**config.mk**
```make
export PLATFORM = sky130hd
export DESIGN_NAME = clk_div_monitor
export DESIGN_NICKNAME = d
export VERILOG_FILES = /design/src/rtl/clk_div_monitor.sv
export SDC_FILE = /design/constraint.sdc
export NUM_CORES = 1
export LEC_CHECK = 0
export BUFFER_PORTS_ARGS = -buffer_cell sky130_fd_sc_hd__buf_2
export CAP_MARGIN = 20
export CORE_MARGIN = 10
export CORE_UTILIZATION = 60
export DETAILED_ROUTE_END_ITERATION = 16
export PLACE_DENSITY = 0.83
export REMOVE_ABC_BUFFERS = 1
export SYNTH_ARGS = -nofsm -noshare
export SYNTH_HDL_FRONTEND = slang
export SYNTH_SLANG_ARGS = --single-unit
```
**constraint.sdc**
```tcl
create_clock -name clk_in -period 5 [get_ports clk_in]
set_input_delay 0.5 -clock clk_in [delete_from_list [all_inputs] [get_ports clk_in]]
set_output_delay 0.5 -clock clk_in [all_outputs]
set_load 0.005 [all_outputs]
```
**src/rtl/clk_div_monitor.sv**
```systemverilog
// Measures period and high time of a divided clock sampled in the clk_in domain,
// flagging period mismatches against EXP_PERIOD and a stopped divided clock.
module clk_div_monitor #(
    parameter int W          = 8,
    parameter int EXP_PERIOD = 11,
    parameter int TIMEOUT    = 64
) (
    input  logic         clk_in,
    input  logic         clr,
    input  logic         sig_in,
    output logic [W-1:0] period,
    output logic [W-1:0] high_cnt,
    output logic         meas_valid,
    output logic         err_period,
    output logic         stuck,
    output logic [15:0]  edge_cnt
);

    typedef enum logic [1:0] {
        WAIT_LOW = 2'd0,
        ARM      = 2'd1,
        MEAS     = 2'd2
    } state_t;

    localparam logic [W-1:0] CNT_MAX   = '1;
    localparam logic [W-1:0] EXP_W     = W'(EXP_PERIOD);
    localparam logic [W-1:0] TIMEOUT_W = W'(TIMEOUT);

    state_t       state_q, state_d;
    logic         s1_q, s1_d;
    logic         s2_q, s2_d;
    logic         s3_q, s3_d;
    logic [1:0]   fill_q, fill_d;
    logic [W-1:0] run_cnt_q, run_cnt_d;
    logic [W-1:0] hi_acc_q, hi_acc_d;
    logic [W-1:0] period_q, period_d;
    logic [W-1:0] high_cnt_q, high_cnt_d;
    logic         meas_valid_q, meas_valid_d;
    logic         err_period_q, err_period_d;
    logic         stuck_q, stuck_d;
    logic [15:0]  edge_cnt_q, edge_cnt_d;
    logic         rise;
    logic         sync_filled;

    assign rise = s2_q & ~s3_q;

    // s2 only reflects a genuine sample of sig_in once two clocks have passed since clr,
    // so WAIT_LOW must not treat the reset zeros as a real low level.
    assign sync_filled = (fill_q == 2'd2);

    always_comb begin
        state_d      = state_q;
        s1_d         = sig_in;
        s2_d         = s1_q;
        s3_d         = s2_q;
        fill_d       = sync_filled ? fill_q : fill_q + 2'd1;
        run_cnt_d    = run_cnt_q;
        hi_acc_d     = hi_acc_q;
        period_d     = period_q;
        high_cnt_d   = high_cnt_q;
        meas_valid_d = 1'b0;
        err_period_d = err_period_q;
        stuck_d      = stuck_q;
        edge_cnt_d   = edge_cnt_q;

        case (state_q)
            WAIT_LOW: begin
                if (sync_filled && !s2_q) begin
                    state_d = ARM;
                end
            end

            ARM: begin
                if (rise) begin
                    state_d    = MEAS;
                    run_cnt_d  = {{(W-1){1'b0}}, 1'b1};
                    hi_acc_d   = {{(W-1){1'b0}}, 1'b1};
                    edge_cnt_d = edge_cnt_q + 16'd1;
                    stuck_d    = 1'b0;
                end
            end

            MEAS: begin
                // A rise on the timeout cycle still closes a valid measurement.
                if (rise) begin
                    period_d     = run_cnt_q;
                    high_cnt_d   = hi_acc_q;
                    meas_valid_d = 1'b1;
                    if (run_cnt_q != EXP_W) begin
                        err_period_d = 1'b1;
                    end
                    run_cnt_d    = {{(W-1){1'b0}}, 1'b1};
                    hi_acc_d     = {{(W-1){1'b0}}, 1'b1};
                    edge_cnt_d   = edge_cnt_q + 16'd1;
                end else if (run_cnt_q == TIMEOUT_W) begin
                    stuck_d = 1'b1;
                    state_d = WAIT_LOW;
                end else begin
                    if (run_cnt_q != CNT_MAX) begin
                        run_cnt_d = run_cnt_q + {{(W-1){1'b0}}, 1'b1};
                    end
                    if (s2_q && (hi_acc_q != CNT_MAX)) begin
                        hi_acc_d = hi_acc_q + {{(W-1){1'b0}}, 1'b1};
                    end
                end
            end

            default: begin
                state_d = WAIT_LOW;
            end
        endcase
    end

    always_ff @(posedge clk_in) begin
        if (clr) begin
            state_q      <= WAIT_LOW;
            s1_q         <= 1'b0;
            s2_q         <= 1'b0;
            s3_q         <= 1'b0;
            fill_q       <= 2'd0;
            run_cnt_q    <= '0;
            hi_acc_q     <= '0;
            period_q     <= '0;
            high_cnt_q   <= '0;
            meas_valid_q <= 1'b0;
            err_period_q <= 1'b0;
            stuck_q      <= 1'b0;
            edge_cnt_q   <= 16'd0;
        end else begin
            state_q      <= state_d;
            s1_q         <= s1_d;
            s2_q         <= s2_d;
            s3_q         <= s3_d;
            fill_q       <= fill_d;
            run_cnt_q    <= run_cnt_d;
            hi_acc_q     <= hi_acc_d;
            period_q     <= period_d;
            high_cnt_q   <= high_cnt_d;
            meas_valid_q <= meas_valid_d;
            err_period_q <= err_period_d;
            stuck_q      <= stuck_d;
            edge_cnt_q   <= edge_cnt_d;
        end
    end

    assign period     = period_q;
    assign high_cnt   = high_cnt_q;
    assign meas_valid = meas_valid_q;
    assign err_period = err_period_q;
    assign stuck      = stuck_q;
    assign edge_cnt   = edge_cnt_q;

endmodule

```
==> impl_metrics.toml <==
[status]
status = "complete, no violations"

[drt]
drt-vias-per-instance = 6.07
dr.pass1.iters = 7
finalWirelength_um = 6380
wl_per_cell_um = 15.5
drc_errors = 0
vias = 2508
ant_nets = 0
dr.first_iter.drc_count = 181

[run]
maxCapViolCount = 0

[timing]
finClkSkew_ps = 8.47
rsz0062_at_grt = "no"
finalSetupTns_ps = 0
worst_pin_slew_ps = 1080
fmax_mhz = 468
setup_viol = 0
slew_headroom = 0.278
final_max_slew_viol_count = 0
fin_crit_sh = 0.427
hold_viol = 0
fin_crit_ps = 2140

[synth]
synth_compound_area_frac = 0.204
ys_warn_count = 0
synth-xor-area-share = 0.0288
synthesis.area_um2 = 2740
yosys.cell_types.count = 46
syn_inst = 328
async_flop_share = 0
seq_area_frac_synth = 0.424
avgSynthCellArea_um2 = 8.35
synth_top_family_by_area = "simple AND/OR/NAND/NOR gates"
synth_edf_count = 0
ys_ff_latch = 58
synth_mux_area_frac = 0.00731
synthAdderAreaFrac = 0.0411
yosys.area_share.simple = 0.249
ys.flop_type = "dfxtp_1"

[cells_and_area]
antenna_cells = 0
fill_cells = 368
nets = 368
drive_gt1_frac = 0.163
syn_to_final_growth_pct = 14.0

[die]
die_y_um = 87.6
rows = 24
coreArea_um2 = 4380
die_area_um2 = 7670
io_pins = 38
start_util = 0.625
die_x_um = 87.6

[grt]
grtUsageMet2 = 0.282
grt_busiest_layer = "met2"
gr-total-overflow = 0
grt_pass1_vias = 2389
grt_usage = 0.172
grt_util_met1 = 0.206
grt_max_degree = 62
antenna_found_initial = 0
grt_pass1_wl_um = 10900
met3_usage = 0.0455

[setup_path]
crit_type = "register to register"
arrival_ps = 2400
start_kind = "register"
cp.required_ps = 5270
cp-startpoint = "state_q[0]$_SDFFE_PP0P_"
r2r_cells = 6
rr_startpoint = "state_q[0]$_SDFFE_PP0P_"
end_kind = "register"
worstPathMaxFanout = 9

[clocking]
cts_resized = 0
post_cts_buffers = 0
cts_hold_buf = 0
numCtsBuffers = 9
cts_num_sinks = 58
clock-root-buffer = "clkbuf_8"
cts_tree = "yes"
cts-htree-levels = 3
insertion_delay_ps = 350
clk_pin_slew_ps = 70
cts_max_path_buffers = 2

[placed_design]
hpwl_um = 4190
place_congestion = 0.860
io_buffers = 37

[pwr]
ir_drop_v = 0.000206
power.density_nw_per_um2 = 357
power_mw = 1.11
p_leak_nw = 1.17

[hold_path]
hp-start = "sig_in"
min_path_cells = 2
min_path_type = "primary input to register"
[worst max-delay path: stages, from the launching register on]
cell and delay, ps:
dfxtp_1 370, inv_1 80, ha_1 320, nand3b_1 190, or2_0 440, or4_1 520, a21oi_1 150
[cells in the mapped netlist, types with 4 or more instances]
cell type / instances / area share
dfxtp_1: 58 / 0.42
nand2_1: 49 / 0.067
a21oi_1: 31 / 0.057
nor2_1: 17 / 0.023
clkbuf_1: 14 / 0.019
a211oi_1: 11 / 0.030
inv_1: 11 / 0.015
o21ai_0: 11 / 0.020
nand3_1: 10 / 0.018
ha_1: 9 / 0.041
nand4_1: 8 / 0.018
a31oi_1: 7 / 0.016
o31ai_1: 7 / 0.019
xor2_1: 6 / 0.019
a41oi_1: 5 / 0.016
and3_1: 5 / 0.011
nand2b_1: 5 / 0.011
or3_1: 5 / 0.011
or4_1: 5 / 0.014
a21o_1: 4 / 0.011
buf_2: 4 / 0.0073
nor2b_1: 4 / 0.0091
o21a_1: 4 / 0.011
[per-stage QoR]
step	instance area (µm²)	setup slack, ps	instances	hold slack, ps	util
after floorplan	2660	3100	308	414	-
after global placement	2910	2980	397	440	0.663
after detailed placement	2910	2890	397	445	0.663
after CTS	3120	2870	413	376	0.712
after global routing	3120	2670	413	412	0.712
final	3120	2860	413	376	0.712
[per-layer routing]
layer,vias to the layer above,wire (µm)
li1,1231,-
met1,1186,2790
met2,79,3090
met3,12,397
met4,0,103
met5,-,0
[path summary, 6_finish.rpt]
check                                                  to  slack (ps)
worst max-delay path            edge_cnt[13]$_SDFFE_PP0P_        2860
worst min-delay path                      s1_q$_SDFF_PP0_         380
worst max register to register  edge_cnt[13]$_SDFFE_PP0P_        2860
worst min register to register   high_cnt[2]$_SDFFE_PP0P_         450
[cell families after synthesis]
kind of cell / Yosys count
buffers and inverters: 31
adders and majority gates: 9
AOI/OAI and AO/OA: 88
DFF: 58
and+or+nand+nor: 131
muxes: 2
xor gates and xnor gates: 9
[flip-flops by register name, indices dropped and copies added, names as in the netlist]
name and count:
period 8, run_cnt_q 8, s3_q 1, s2_q 1
err_period 1, s1_q 1, fill_q 2, state_q 2
high_cnt 8, stuck 1, meas_valid 1, hi_acc_q 8
edge_cnt 16
[layout make-up]
cell class / instances / area, µm² / share of cell area
inverters: 11 / 41.3 / 0.0132
clock inverters: 6 / 80.1 / 0.0256
well taps: 52 / 65.1 / 0.0208
clock buffers: 10 / 138 / 0.0441
multi-input cells: 239 / 1450 / 0.465
flip-flops and latches: 58 / 1160 / 0.372
repair buffers: 37 / 185 / 0.0593
[where the power goes]
group / switching, mW / total [mW] / internal, mW
clock: 0.183 / 0.473 / 0.290
combinational: 0.0906 / 0.142 / 0.0512
sequential: 0.0185 / 0.500 / 0.481
total: 0.292 / 1.11 / 0.823
[cells in the final DEF, fill, tap and decap left out, drive strengths merged, types with 8 or more instances in the layout]
master	synthesis	final
buf	6	37
ha	9	9
nand2	49	49
nor2	17	17
nand3	10	10
a211oi	11	11
a21oi	31	31
o21ai	11	11
nand4	8	8
dfxtp	58	58
clkbuf	14	10
inv	11	11
Note: power is estimated with default switching activity, not from simulation.
